### src/rtl/rover_display_sequencer.sv
// rover_display_sequencer
// Frame-synchronous update controller for the rover display path.
// Location/orientation updates and move commands arrive over valid/ready
// handshakes. They are held in shadow registers and committed together to
// the VGA writer once per vsync falling edge, so a frame never shows a mix
// of old and new data. The block also tracks how many frames have passed
// without a location refresh.
//
// Ports
//   vclock          : pixel clock
//   reset           : asynchronous, active-high, clears all state
//   loc_valid/ready : location handshake, carries loc_data (12b) + ori_data (6b)
//   cmd_valid/ready : move command handshake, carries cmd_data (12b)
//   target_sw       : raw asynchronous target switches (4b)
//   vsync           : active-low vertical sync, vclock domain
//   location, orientation, move_command, target_location : committed snapshot
//   new_data        : one-cycle pulse after a commit that changed anything
//   stale           : no location committed for STALE_FRAMES frames
//   overrun         : sticky, an uncommitted update was overwritten
module rover_display_sequencer #(
   parameter int unsigned STALE_FRAMES = 60
) (
   input  logic        vclock,
   input  logic        reset,
   input  logic        loc_valid,
   input  logic [11:0] loc_data,
   input  logic [5:0]  ori_data,
   output logic        loc_ready,
   input  logic        cmd_valid,
   input  logic [11:0] cmd_data,
   output logic        cmd_ready,
   input  logic [3:0]  target_sw,
   input  logic        vsync,
   output logic [11:0] location,
   output logic [5:0]  orientation,
   output logic [11:0] move_command,
   output logic [3:0]  target_location,
   output logic        new_data,
   output logic        stale,
   output logic        overrun
);

   localparam logic [7:0] STALE_MAX = 8'(STALE_FRAMES);

   typedef enum logic [1:0] {
      OPEN   = 2'd0,
      COMMIT = 2'd1,
      PULSE  = 2'd2
   } state_t;

   state_t      state;
   state_t      state_next;

   logic        ptr;          // 1: location was granted last, favour command
   logic [11:0] loc_shadow;
   logic [5:0]  ori_shadow;
   logic [11:0] cmd_shadow;
   logic        loc_pend;
   logic        cmd_pend;
   logic [3:0]  tgt_meta;
   logic [3:0]  tgt_sync;
   logic        vs1;
   logic        vs2;
   logic        fall;
   logic [7:0]  stale_cnt;
   logic        loc_acc;
   logic        cmd_acc;
   logic        chg;

   assign loc_acc = loc_valid & loc_ready;
   assign cmd_acc = cmd_valid & cmd_ready;
   assign chg     = loc_pend | cmd_pend | (tgt_sync != target_location);

   // Next-state and handshake readies.
   always_comb begin
      state_next = state;
      loc_ready  = 1'b0;
      cmd_ready  = 1'b0;
      case (state)
         OPEN: begin
            if (loc_valid && cmd_valid) begin
               if (ptr) begin
                  cmd_ready = 1'b1;
               end else begin
                  loc_ready = 1'b1;
               end
            end else begin
               loc_ready = loc_valid;
               cmd_ready = cmd_valid;
            end
            if (fall) begin
               state_next = COMMIT;
            end else begin
               state_next = OPEN;
            end
         end
         COMMIT:  state_next = PULSE;
         PULSE:   state_next = OPEN;
         default: state_next = OPEN;
      endcase
   end

   // State register.
   always_ff @(posedge vclock or posedge reset) begin
      if (reset) begin
         state <= OPEN;
      end else begin
         state <= state_next;
      end
   end

   // vsync edge detector; the falling-edge flag is registered so COMMIT is
   // entered two edges after vsync is first sampled low.
   always_ff @(posedge vclock or posedge reset) begin
      if (reset) begin
         vs1  <= 1'b1;
         vs2  <= 1'b1;
         fall <= 1'b0;
      end else begin
         vs1  <= vsync;
         vs2  <= vs1;
         fall <= vs2 & ~vs1;
      end
   end

   // Two-flop synchronizer for the asynchronous target switches.
   always_ff @(posedge vclock or posedge reset) begin
      if (reset) begin
         tgt_meta <= 4'd0;
         tgt_sync <= 4'd0;
      end else begin
         tgt_meta <= target_sw;
         tgt_sync <= tgt_meta;
      end
   end

   // Round-robin pointer remembers which requester was granted last.
   always_ff @(posedge vclock or posedge reset) begin
      if (reset) begin
         ptr <= 1'b0;
      end else if (loc_acc) begin
         ptr <= 1'b1;
      end else if (cmd_acc) begin
         ptr <= 1'b0;
      end else begin
         ptr <= ptr;
      end
   end

   // Shadow registers: latest accepted update of each kind wins.
   always_ff @(posedge vclock or posedge reset) begin
      if (reset) begin
         loc_shadow <= 12'd0;
         ori_shadow <= 6'd0;
         cmd_shadow <= 12'd0;
      end else begin
         if (loc_acc) begin
            loc_shadow <= loc_data;
            ori_shadow <= ori_data;
         end
         if (cmd_acc) begin
            cmd_shadow <= cmd_data;
         end
      end
   end

   // Pending flags and sticky overrun; accepts never coincide with COMMIT.
   always_ff @(posedge vclock or posedge reset) begin
      if (reset) begin
         loc_pend <= 1'b0;
         cmd_pend <= 1'b0;
         overrun  <= 1'b0;
      end else begin
         if (state == COMMIT) begin
            loc_pend <= 1'b0;
            cmd_pend <= 1'b0;
         end else begin
            loc_pend <= loc_pend | loc_acc;
            cmd_pend <= cmd_pend | cmd_acc;
         end
         overrun <= overrun | (loc_acc & loc_pend) | (cmd_acc & cmd_pend);
      end
   end

   // Committed snapshot and the change pulse that follows it.
   always_ff @(posedge vclock or posedge reset) begin
      if (reset) begin
         location        <= 12'd0;
         orientation     <= 6'd0;
         move_command    <= 12'd0;
         target_location <= 4'd0;
         new_data        <= 1'b0;
      end else if (state == COMMIT) begin
         if (loc_pend) begin
            location    <= loc_shadow;
            orientation <= ori_shadow;
         end
         if (cmd_pend) begin
            move_command <= cmd_shadow;
         end
         target_location <= tgt_sync;
         new_data        <= chg;
      end else begin
         new_data <= 1'b0;
      end
   end

   // Frames since the last location commit, saturating, never wrapping.
   always_ff @(posedge vclock or posedge reset) begin
      if (reset) begin
         stale_cnt <= STALE_MAX;
      end else if (state == COMMIT) begin
         if (loc_pend) begin
            stale_cnt <= 8'd0;
         end else if (stale_cnt >= STALE_MAX) begin
            stale_cnt <= STALE_MAX;
         end else begin
            stale_cnt <= stale_cnt + 8'd1;
         end
      end else begin
         stale_cnt <= stale_cnt;
      end
   end

   // Registered staleness flag.
   always_ff @(posedge vclock or posedge reset) begin
      if (reset) begin
         stale <= 1'b1;
      end else begin
         stale <= (stale_cnt == STALE_MAX);
      end
   end

endmodule

### config.mk
export PLATFORM = sky130hd
export DESIGN_NAME = rover_display_sequencer
export DESIGN_NICKNAME = d
export VERILOG_FILES = /design/src/rtl/rover_display_sequencer.sv
export SDC_FILE = /design/constraint.sdc
export NUM_CORES = 1
export LEC_CHECK = 0
export ABC_AREA = 1
export BUFFER_PORTS_ARGS = -buffer_cell sky130_fd_sc_hd__clkbuf_2
export CAP_MARGIN = 20
export CORE_MARGIN = 2
export CORE_UTILIZATION = 43
export CTS_CLUSTER_DIAMETER = 30
export DETAILED_ROUTE_END_ITERATION = 8
export PLACE_DENSITY = 0.76
export SYNTH_ARGS = -nofsm -noshare
export SYNTH_HDL_FRONTEND = slang
export SYNTH_SLANG_ARGS = --single-unit
### constraint.sdc
create_clock -name vclock -period 2.4 [get_ports vclock]
set_input_delay 0.24 -clock vclock [delete_from_list [all_inputs] [get_ports vclock]]
set_output_delay 0.24 -clock vclock [all_outputs]
set_load 0.05 [all_outputs]
==> results of run 1 <==
worst max-delay path, delay by kind of cell (launching register included):
kind	cells	cell delay (ps)
flops	1	430
simple gates	2	530
buf+inv	2	440
power by group through the flow:
stage,clock network (mW),logic (mW),registers [mW]
floorplan,0,0.513,2.93
global placement,0,1.64,2.17
detailed placement,0,1.67,2.19
CTS,1.11,1.68,2.16
global route,1.18,1.81,2.21
finish,1.08,1.66,2.16
what timing repair did:
item,CTS,global route
hold endpoints to repair,23,0
hold buffers,6,0
endpoints found under the setup margin,0,0
gates resized for setup,0,0
kinds of logic after synthesis:
| kind of cell | Yosys count | synth area share, % |
|---|---|---|
| flip-flops | 91 | 64.1 |
| AO/OA/AOI/OAI | 54 | 8.06 |
| XOR/XNOR | 1 | 0.245 |
| AND/OR/NAND/NOR | 163 | 19.0 |
| adder cells (fa/ha/maj) | 2 | 0.701 |
| buffers and inverters | 56 | 7.89 |
metal layers:
layer,up-vias,routed length [um],track usage [%]
li1,1313,-,-
met1,1252,3210,22.0
met2,43,3470,28.6
met3,9,256,3.16
met4,0,116,8.57
met5,-,0,0
cell type report:
type | count | area, um^2
Timing Repair Buffer | 88 | 483
Clock inverter | 5 | 61.3
Tap cell | 105 | 131
Inverter | 42 | 164
Fill cell | 735 | 3860
Multi-Input combinational cell | 220 | 1000
Clock buffer | 11 | 151
Sequential cell | 91 | 2290
state kept, by name, summed over array words and instances (netlist names):
| signal | count |
|---|---|
| cmd_pend | 1 |
| cmd_shadow | 12 |
| fall | 1 |
| loc_pend | 1 |
| loc_shadow | 12 |
| location | 12 |
| move_command | 12 |
| new_data | 1 |
| ori_shadow | 6 |
| orientation | 6 |
| overrun | 1 |
| ptr | 1 |
| stale | 1 |
| stale_cnt | 8 |
| state | 2 |
| target_location | 4 |
| tgt_meta | 4 |
| tgt_sync | 4 |
| vs1 | 1 |
| vs2 | 1 |
worst max-delay path by stage:
stage                  start   endpoint  slack [ps]  depth (start not counted)
floorplan              reset   cmd_pend        1100                          1
global placement    state[1]  cmd_ready         860                          4
detailed placement  state[1]  cmd_ready         790                          4
CTS                 state[1]  cmd_ready         380                          4
global route        state[1]  cmd_ready         280                          4
finish              state[1]  cmd_ready         400                          4
stage by stage:
| stage | util, % | instance area [um^2] | worst slack (ps) | hold WS, ps |
|---|---|---|---|---|
| 6_report | 52.6 | 4280 | 404 | 83.4 |
| 5_1_grt | 52.6 | 4280 | 277 | 78.8 |
| 4_1_cts | 52.6 | 4280 | 385 | 66.8 |
| 3_5_place_dp | 49.2 | 4010 | 788 | 319 |
| 3_3_place_gp | 49.2 | 4010 | 856 | 311 |
| 2_1_floorplan | - | 3570 | 1100 | 244 |
cells in the final DEF (no fill, tap or decap), types with 6 or more instances in the layout:
master                            n
sky130_fd_sc_hd__clkbuf_2        77
sky130_fd_sc_hd__dfrtp_1         84
sky130_fd_sc_hd__dfstp_2          7
sky130_fd_sc_hd__o21ai_0          8
sky130_fd_sc_hd__nand3_1         17
sky130_fd_sc_hd__nor2_1          12
sky130_fd_sc_hd__inv_1           38
sky130_fd_sc_hd__o21ai_1         39
sky130_fd_sc_hd__clkbuf_8        11
sky130_fd_sc_hd__dlygate4sd3_1    6
sky130_fd_sc_hd__nand2_1        124
==> Flow_metrics.wiki, run 1 <==
{| class="wikitable"
! Metric !! Value
|-
| Average via count per standard cell || 4.66
|-
| Number of nets with antenna violations after routing || 0
|-
| Synthesized area || 0.00357 mm^2
|-
| Arr. time, crit path || 1760 ps
|-
| Required time of the worst setup path || 2160 ps
|-
| Ordered cell list for the critical path || nor2_2 > inv_1 > nor2_2 > clkbuf_2
|-
| Row count || 33
|-
| Biggest area contributors in the synthesized netlist || sky130_fd_sc_hd__dfrtp_1 59%, sky130_fd_sc_hd__nand2_1 13%, sky130_fd_sc_hd__o21ai_1 5.5%
|-
| Power share of the sequential group || 44.1%
|-
| Leading post-synthesis cells by instance count || 124 x sky130_fd_sc_hd__nand2_1, 84 x sky130_fd_sc_hd__dfrtp_1, 39 x sky130_fd_sc_hd__inv_1, 39 x sky130_fd_sc_hd__o21ai_1, 17 x sky130_fd_sc_hd__nand3_1
|-
| Worst hold start || cmd_data[4]
|-
| Depth of the most critical reg-to-reg path || 6
|-
| Combinational share of power || 34.0%
|-
| Number of max-capacitance violations reported || 0
|-
| Total via count in the routed design || 2617
|-
| Fraction of final layout cells with drive strength greater than 1 || 25.8%
|-
| Vias in the first global route || 2660
|-
| Maximum operating frequency || 501 MHz
|-
| Largest net degree at the start of global routing || 38
|-
| Clock period minus worst slack || 2000 ps
|-
| Maximum clock path buffer count || 2
|-
| Final layout net count || 493
|-
| Main synth FF type || sky130_fd_sc_hd__dfrtp_1
|-
| Final Hold Fails || 0
|-
| Share of total power consumed by net switching || 41.9%
|-
| Final estimated routing congestion in global placement || 0.809
|-
| Total count of max-transition violations in the final report || 0
|-
| Cell count after synthesis || 367
|-
| Detailed Route Iter0 Violations || 136
|-
| Portion of total power attributed to the clock network || 22.0%
|-
| Detail-routed net length per standard cell || 12.5 um
|-
| First-pass GRT wire length || 12000 um
|-
| Number of register bits inferred by synthesis || 91
|-
| Total global routing overflow || 0
|-
| Final worst clock skew || 10.2 ps
|-
| Most frequent CP cell || sky130_fd_sc_hd__nor2_2
|-
| Net Count, Synth || 408
|-
| Deepest level of the CTS H-tree || 3
|-
| Cell Int Power || 2.85 mW
|-
| Share of synthesized area occupied by flip-flops and latches || 64.1%
|-
| Half-perimeter wire length after detailed placement || 4970 um
|-
| Headroom to the max-slew limit || 62.2%
|-
| Vert. Die Dim || 95.1 um
|-
| Ratio of total power to cell area || 1150 mW/mm^2
|-
| Initial standard-cell utilization of the core || 43.9%
|-
| Type of element capturing the critical path || output port
|-
| Non-filler instance count after layout || 562
|-
| Area share of the largest cell type after synthesis || 58.9%
|-
| Setup Viol. Count Final || 0
|-
| Post-synth top area cell || sky130_fd_sc_hd__dfrtp_1
|-
| Clock insertion delay at the later pin of the skew report || 360 ps
|-
| CTS sink cnt || 91
|-
| Async set-or-reset flop fraction in the synthesized netlist || 100%
|-
| GRT Total Usage || 17.3%
|-
| Max incr delay on CP || 430 ps
|-
| Number of buffers added by the clock tree synthesis step || 9
|-
| Final Total Pwr || 4.90 mW
|-
| Antenna violations before repair || 0
|-
| Type of the worst setup path || reg2out
|-
| DRC violation count after routing || 0
|-
| Placeable core area || 0.00813 mm^2
|-
| Setup slack of the most critical reg-to-reg path || 840 ps
|-
| Post-Route WL || 7050 um
|-
| Switching power || 2.05 mW
|-
| Count of different cell masters after synthesis || 28
|-
| Slowest-stage cell, CP || sky130_fd_sc_hd__dfrtp_1
|-
| Top-count cell post-synth || sky130_fd_sc_hd__nand2_1
|-
| Number of top-level design ports || 78
|-
| Die outline area || 0.00904 mm^2
|-
| Reg2reg end || cmd_shadow[4]
|-
| Post-CTS setup buffer count || 0
|-
| Source of the worst register-to-register timing path || state[1]
|-
| Root buf cell || sky130_fd_sc_hd__clkbuf_8
|-
| Setup repair after global routing missed its margin || no
|-
| Class of the tightest hold or removal check || in2reg
|-
| Maximum VDD drop || 529 uV
|-
| Area overhead of the layout relative to synthesis || 19.9%
|-
| Critical path fanouts, max || 13
|-
| Clock tree from TritonCTS || done
|-
| LEAKAGE || 2.25 nW
|-
| Tcrit/Tclk final || 83.2%
|-
| Count of flip-flops with a built-in enable after synthesis || 0
|-
| Worst-path clk slew || 90 ps
|-
| Worst Max-Slew Pin Slew || 567 ps
|-
| Mean post-synth cell area || 9.72 um^2
|-
| Synthesis Warnings || 0
|-
| Diodes inserted || 0
|-
| Width of the die || 95.1 um
|-
| Placed cell count || 540
|-
| First-pass iteration count of the detailed router || 4
|-
| Worst Setup Start Kind || flop
|-
| Hold-critical path endpoint || cmd_shadow[4]
|-
| Final setup TNS || 0 ps
|-
| IO Port Bufs || 77
|-
| Result of the run || finished clean
|-
| Hold Path Stages || 3
|}
No activity file was read; power rests on OpenSTA's default activity.
==> inputs of run 2 (changes only) <==
--- a/config.mk
+++ b/config.mk
@@ -12,7 +12,7 @@
 export CORE_UTILIZATION = 43
 export CTS_CLUSTER_DIAMETER = 30
 export DETAILED_ROUTE_END_ITERATION = 8
-export PLACE_DENSITY = 0.76
+export PLACE_DENSITY = 0.74
 export SYNTH_ARGS = -nofsm -noshare
 export SYNTH_HDL_FRONTEND = slang
 export SYNTH_SLANG_ARGS = --single-unit
==> constraint.sdc (replaced) <==
create_clock -name vclock -period 2 [get_ports vclock]
set_input_delay 0.2 -clock vclock [delete_from_list [all_inputs] [get_ports vclock]]
set_output_delay 0.2 -clock vclock [all_outputs]
set_load 0.05 [all_outputs]
==> run 2 against run 1 <==
- clock skew rose by 4.5 ps
- sequential share of layout area barely moved
- cell count rose by 0.18%
- cell area barely moved
- flip-flop and latch count did not move
- total power rose by 18%
- via count fell by 0.11%
==> Flow_metrics.wiki, run 2 (synthesis gave the netlist of run 1 again) <==
{| class="wikitable"
! Metric !! Value
|-
| Arr. time, crit path || 1660 ps (-100 ps)
|-
| Deepest level of the CTS H-tree || 3 (unchanged)
|-
| Slowest-stage cell, CP || sky130_fd_sc_hd__dfrtp_1
|-
| Width of the die || 95.1 um (unchanged)
|-
| Commonest cells after routing, fill and taps aside || 124 x sky130_fd_sc_hd__nand2_1, 84 x sky130_fd_sc_hd__dfrtp_1, 77 x sky130_fd_sc_hd__clkbuf_2
|-
| Root buf cell || sky130_fd_sc_hd__clkbuf_8
|-
| Ordered cell list for the critical path || nor2_2 > inv_1 > nor2_2 > clkbuf_2
|-
| Detail-routed net length per standard cell || 12.0 um (-4.0%)
|-
| Clock tree from TritonCTS || done
|-
| Initial standard-cell utilization of the core || 43.9% (unchanged)
|-
| Number of nets with antenna violations after routing || 0 (unchanged)
|-
| Commonest non-fill, non-tap cell in the layout || sky130_fd_sc_hd__nand2_1
|-
| Final setup TNS || 0 ps (unchanged)
|-
| Max incr delay on CP || 420 ps (about the same)
|-
| Total via count in the routed design || 2614 (-0.11%)
|-
| LEAKAGE || 2.25 nW (about the same)
|-
| DRC violation count after routing || 0 (unchanged)
|-
| Post-CTS setup buffer count || 0 (unchanged)
|-
| Maximum clock path buffer count || 2 (unchanged)
|-
| Half-perimeter wire length after detailed placement || 4770 um (-4.0%)
|-
| Vert. Die Dim || 95.1 um (unchanged)
|-
| Critical path fanouts, max || 11 (-2)
|-
| Total count of max-transition violations in the final report || 0 (unchanged)
|-
| Total global routing overflow || 0 (unchanged)
|-
| Final worst clock skew || 14.7 ps (+4.53 ps)
|-
| Antenna violations before repair || 0 (unchanged)
|-
| Diodes inserted || 0 (unchanged)
|-
| Final WS setup || 145 ps (-259 ps)
|-
| Worst Max-Slew Pin Slew || 593 ps (+26.1 ps)
|-
| IO Port Bufs || 77 (unchanged)
|-
| Post-placement worst setup slack || 504 ps (-284 ps)
|-
| Maximum VDD drop || 606 uV (+14%)
|-
| Final estimated routing congestion in global placement || 0.785 (-3.1%)
|-
| Result of the run || finished clean
|-
| Final Total Pwr || 5.80 mW (+18%)
|-
| Vias in the first global route || 2592 (-2.6%)
|-
| Clock period minus worst slack || 1860 ps
|-
| Fraction of final layout cells with drive strength greater than 1 || 25.5% (-0.27 points)
|-
| First-pass iteration count of the detailed router || 4 (unchanged)
|-
| Type of the worst setup path || reg2out
|-
| Number of top-level design ports || 78 (unchanged)
|-
| Tcrit/Tclk final || 92.8%
|-
| Required time of the worst setup path || 1800 ps (-360 ps)
|-
| Type of element capturing the critical path || output port
|-
| Final layout net count || 494 (+0.20%)
|-
| Headroom to the max-slew limit || 60.4% (-1.7 points)
|-
| Die outline area || 0.00904 mm^2 (unchanged)
|-
| First-pass GRT wire length || 11500 um (-4.8%)
|-
| Row count || 33 (unchanged)
|-
| GRT Total Usage || 16.2% (-1.1 points)
|-
| Largest net degree at the start of global routing || 41 (+7.9%)
|-
| Ratio of total power to cell area || 1350 mW/mm^2 (+18%)
|-
| Class of the tightest hold or removal check || in2reg
|-
| Maximum operating frequency || 539 MHz
|-
| Final Hold Fails || 0 (unchanged)
|-
| Fin util || 52.6% (about the same)
|-
| Post-Route WL || 6780 um (-3.8%)
|-
| Final non-filler cell area || 0.00428 mm^2 (about the same)
|-
| Number of buffers added by the clock tree synthesis step || 9 (unchanged)
|-
| Detailed Route Iter0 Violations || 107 (-21%)
|-
| Worst Setup Start Kind || flop
|-
| Average via count per standard cell || 4.64 (-0.29%)
|-
| Setup Viol. Count Final || 0 (unchanged)
|-
| Placeable core area || 0.00813 mm^2 (unchanged)
|-
| Most frequent CP cell || sky130_fd_sc_hd__nor2_2
|-
| Number of max-capacitance violations reported || 0 (unchanged)
|-
| Setup repair after global routing missed its margin || no
|-
| Area overhead of the layout relative to synthesis || 19.9% (about the same)
|-
| Standard cell area after detailed placement || 0.00403 mm^2 (+0.50%)
|-
| Worst-path clk slew || 90 ps (about the same)
|-
| CTS sink cnt || 91 (unchanged)
|-
| Fillers || 721 (-1.9%)
|-
| Clock insertion delay at the later pin of the skew report || 340 ps (-20 ps)
|}
-- run 2: changes by cell type in the layout (fill, tap and decap cells not counted), sizes merged --
cell      change
buf           +1
clkinvlp      -1
inv           +1
-- run 2: metal layers --
metal	track usage (%)	part of all wire, %	vias up
li1	-	-	1313
met1	21.0	46	1238
met2	26.9	49	51
met3	2.92	3.6	12
met4	6.76	1.5	0
met5	0	0	-
-- run 2: layout make-up --
cell class                      count  area, um^2  share of cell area (%)
Sequential cell                    91        2290                    53.4
Multi-Input combinational cell    220        1000                    23.4
Timing Repair Buffer               89         503                    11.8
Inverter                           42         164                    3.83
Clock buffer                       11         131                    3.07
Tap cell                          105         131                    3.07
Clock inverter                      5        62.6                    1.46
-- run 2: per-stage QoR --
| stage | hold slack, ps | cells |
|---|---|---|
| floorplan | 204 | 367 |
| global placement | 280 | 541 |
| detailed placement | 289 | 541 |
| CTS | 47.5 | 563 |
| global route | 41.7 | 563 |
| finish | 56.1 | 563 |
-- run 2: timing repair --
item	in CTS	in global routing
hold endpoints to repair	24	0
gates resized for setup	0	0
hold buffers	6	0
-- run 2: power breakdown --
part	internal [mW]	leakage [nW]	total (mW)	switching (mW)
Combinational	0.468	1.04	2.00	1.54
Clock	0.586	0.0901	1.22	0.630
Sequential	2.30	1.12	2.57	0.270
-- run 2: worst max-delay path, delay by kind of cell (launching register included) --
family,cells,cell delay (ps)
buffers and inverters,2,430
and+or+nand+nor,2,460
DFF,1,420
-- run 2: final timing paths --
check	depth (start not counted)	slack (ps)	endpoint	start
setup / recovery	4	140	cmd_ready	state[1]
hold / removal	3	60	cmd_shadow[4]	cmd_data[4]
setup reg to reg	6	560	cmd_shadow[1]	state[1]
hold reg to reg	0	360	tgt_sync[1]	tgt_meta[1]
max in group asynchronous	4	890	stale_cnt[3]	reset
min in group asynchronous	3	450	target_location[1]	reset
==> inputs of run 3 (changes only) <==
--- a/config.mk
+++ b/config.mk
@@ -8,11 +8,13 @@
 export ABC_AREA = 1
 export BUFFER_PORTS_ARGS = -buffer_cell sky130_fd_sc_hd__clkbuf_2
 export CAP_MARGIN = 20
+export CELL_PAD_IN_SITES_DETAIL_PLACEMENT = 1
+export CELL_PAD_IN_SITES_GLOBAL_PLACEMENT = 1
 export CORE_MARGIN = 2
-export CORE_UTILIZATION = 43
+export CORE_UTILIZATION = 41
 export CTS_CLUSTER_DIAMETER = 30
 export DETAILED_ROUTE_END_ITERATION = 8
-export PLACE_DENSITY = 0.74
+export PLACE_DENSITY = 0.87
 export SYNTH_ARGS = -nofsm -noshare
 export SYNTH_HDL_FRONTEND = slang
 export SYNTH_SLANG_ARGS = --single-unit
==> run 3 against run 2 <==
- routed wire length is 24% higher
- highest routed layer unchanged
- utilization is 2.2 points lower
- critical path type unchanged
- global-route usage increased by 3.0 points
- cell area increased by 1.1%
- clock skew decreased by 4.3 ps
- non-clock buffer count grew 1
==> Flow_metrics.wiki, run 3 (synthesis gave the netlist of run 1 again) <==
{| class="wikitable"
! Metric !! Value
|-
| Worst Max-Slew Pin Slew || 472 ps (-121 ps)
|-
| Initial standard-cell utilization of the core || 41.5% (-2.3 points)
|-
| Ratio of total power to cell area || 1400 mW/mm^2 (+3.7%)
|-
| Headroom to the max-slew limit || 68.5% (+8.1 points)
|-
| Routed length on met3 || 280 um (+15%)
|-
| Vert. Die Dim || 97.3 um (+2.3%)
|-
| Sequential Area || 0.00229 mm^2 (unchanged)
|-
| Clock period minus worst slack || 1770 ps (-86.2 ps)
|-
| Arr. time, crit path || 1570 ps (-90 ps)
|-
| Diodes inserted || 0 (unchanged)
|-
| Worst Setup Start Kind || flop
|-
| Non-filler instance count after layout || 567 (+0.71%)
|-
| Final setup TNS || 0 ps (unchanged)
|-
| CTS sink cnt || 91 (unchanged)
|-
| LEAKAGE || 2.28 nW (+1.3%)
|-
| IO Port Bufs || 77 (unchanged)
|-
| Critical path fanouts, max || 19 (+8)
|-
| Setup repair after global routing missed its margin || no
|-
| Width of the die || 97.3 um (+2.3%)
|-
| Die outline area || 0.00947 mm^2 (+4.7%)
|-
| Setup Viol. Count Final || 0 (unchanged)
|-
| Maximum operating frequency || 565 MHz (+4.9%)
|-
| Number of top-level design ports || 78 (unchanged)
|-
| Maximum clock path buffer count || 2 (unchanged)
|-
| Maximum VDD drop || 639 uV (+5.6%)
|-
| Result of the run || finished clean
|-
| Final layout net count || 495 (+0.20%)
|-
| Highest layer used for signal routing || met4
|-
| Average via count per standard cell || 4.84 (+4.3%)
|-
| Type of element capturing the critical path || output port
|-
| Final worst clock skew || 10.5 ps (-4.28 ps)
|-
| Half-perimeter wire length after detailed placement || 5990 um (+25%)
|-
| Class of the tightest hold or removal check || in2reg
|-
| Number of buffers added by the clock tree synthesis step || 9 (unchanged)
|-
| Type of the worst setup path || reg2out
|-
| Required time of the worst setup path || 1800 ps (about the same)
|-
| Fillers || 1030 (+43%)
|-
| GRT Total Usage || 19.2% (+3.0 points)
|-
| Detailed Route Iter0 Violations || 90 (-16%)
|-
| Resized cells post-CTS || 0 (unchanged)
|-
| Row count || 34 (+3.0%)
|-
| Clock tree from TritonCTS || done
|-
| First-pass GRT wire length || 14400 um (+26%)
|-
| Worst-path clk slew || 100 ps (about the same)
|-
| Total count of max-transition violations in the final report || 0 (unchanged)
|-
| Total via count in the routed design || 2746 (+5.0%)
|-
| Commonest cells after routing, fill and taps aside || 124 x sky130_fd_sc_hd__nand2_1, 84 x sky130_fd_sc_hd__dfrtp_1, 77 x sky130_fd_sc_hd__clkbuf_2
|-
| Deepest level of the CTS H-tree || 3 (unchanged)
|-
| Routed length on met1 || 3500 um (+12%)
|-
| Tcrit/Tclk final || 88.4% (-4.3 points)
|-
| Commonest non-fill, non-tap cell in the layout || sky130_fd_sc_hd__nand2_1
|-
| Fraction of final layout cells with drive strength greater than 1 || 26.1% (+0.60 points)
|-
| Number of nets with antenna violations after routing || 0 (unchanged)
|-
| Number of max-capacitance violations reported || 0 (unchanged)
|-
| DRC violation count after routing || 0 (unchanged)
|-
| Placeable core area || 0.00859 mm^2 (+5.6%)
|-
| Post-Route WL || 8430 um (+24%)
|-
| Detail-routed net length per standard cell || 14.9 um (+23%)
|-
| Antenna violations before repair || 0 (unchanged)
|-
| Routed wire length on met2 || 4460 um (+35%)
|-
| Clock insertion delay at the later pin of the skew report || 360 ps (+20 ps)
|-
| Vias in the first global route || 2999 (+16%)
|-
| Final estimated routing congestion in global placement || 0.743 (-5.3%)
|-
| Area overhead of the layout relative to synthesis || 21.3%
|-
| First-pass iteration count of the detailed router || 4 (unchanged)
|-
| Area of the multi-input gates || 0.00100 mm^2 (unchanged)
|-
| Final Hold Fails || 0 (unchanged)
|-
| Placed cell count || 545 (+0.74%)
|-
| Total global routing overflow || 0 (unchanged)
|-
| Root buf cell || sky130_fd_sc_hd__clkbuf_8
|-
| Largest net degree at the start of global routing || 41 (unchanged)
|}
run 3: worst paths after layout:
check | startpoint | endpoint | slack, ps | cells after the start
max in group asynchronous | reset | stale | 990 | 4
worst max register to register | state[1] | stale_cnt[0] | 610 | 5
worst min-delay path | loc_data[0] | loc_shadow[0] | 40 | 3
min in group asynchronous | reset | ori_shadow[1] | 390 | 3
worst min register to register | tgt_meta[1] | tgt_sync[1] | 360 | 0
worst max-delay path | state[0] | loc_ready | 230 | 4
run 3: cell type report:
cell class              count  area share [%]
flip-flops and latches     91            52.8
multi-input cells         220            23.1
repair buffers             90            11.8
inverters                  42            3.79
clock buffers              10            3.18
well taps                 108            3.12
clock inverters             6            2.17
run 3: timing repair:
item / CTS / global route
hold buffers: 6 / 0
endpoints found under the hold margin: 19 / 0
buffers inserted: 0 / 0
run 3: worst max-delay path: stages (launching register included):
cell and delay [ps]:
sky130_fd_sc_hd__dfrtp_1 410, sky130_fd_sc_hd__nor2_2 150, sky130_fd_sc_hd__nand3_2 140, sky130_fd_sc_hd__inv_4 200
sky130_fd_sc_hd__clkbuf_2 310
run 3: layer usage:
metal	vias to the layer above	track usage, %
met1	1371	24.1
li1	1313	-
met2	45	33.1
met4	0	8.33
met5	-	0
met3	17	3.02
run 3: power breakdown:
part	internal (mW)	switching [mW]
sequential	2.31	0.302
clock	0.749	0.669
combinational	0.473	1.58
total	3.53	2.55
run 3: stage by stage:
step | hold slack, ps | utilization [%] | cell area [um^2] | worst slack (ps) | total power, mW
5_1_grt | 45.8 | 50.4 | 4330 | 143 | 6.40
4_1_cts | 33.6 | 50.4 | 4330 | 204 | 6.15
6_report | 43.6 | 50.4 | 4330 | 231 | 6.08
3_5_place_dp | 245 | 47.0 | 4040 | 606 | 4.70
3_3_place_gp | 233 | 47.0 | 4040 | 658 | 4.59
2_1_floorplan | 204 | - | 3570 | 742 | 4.13
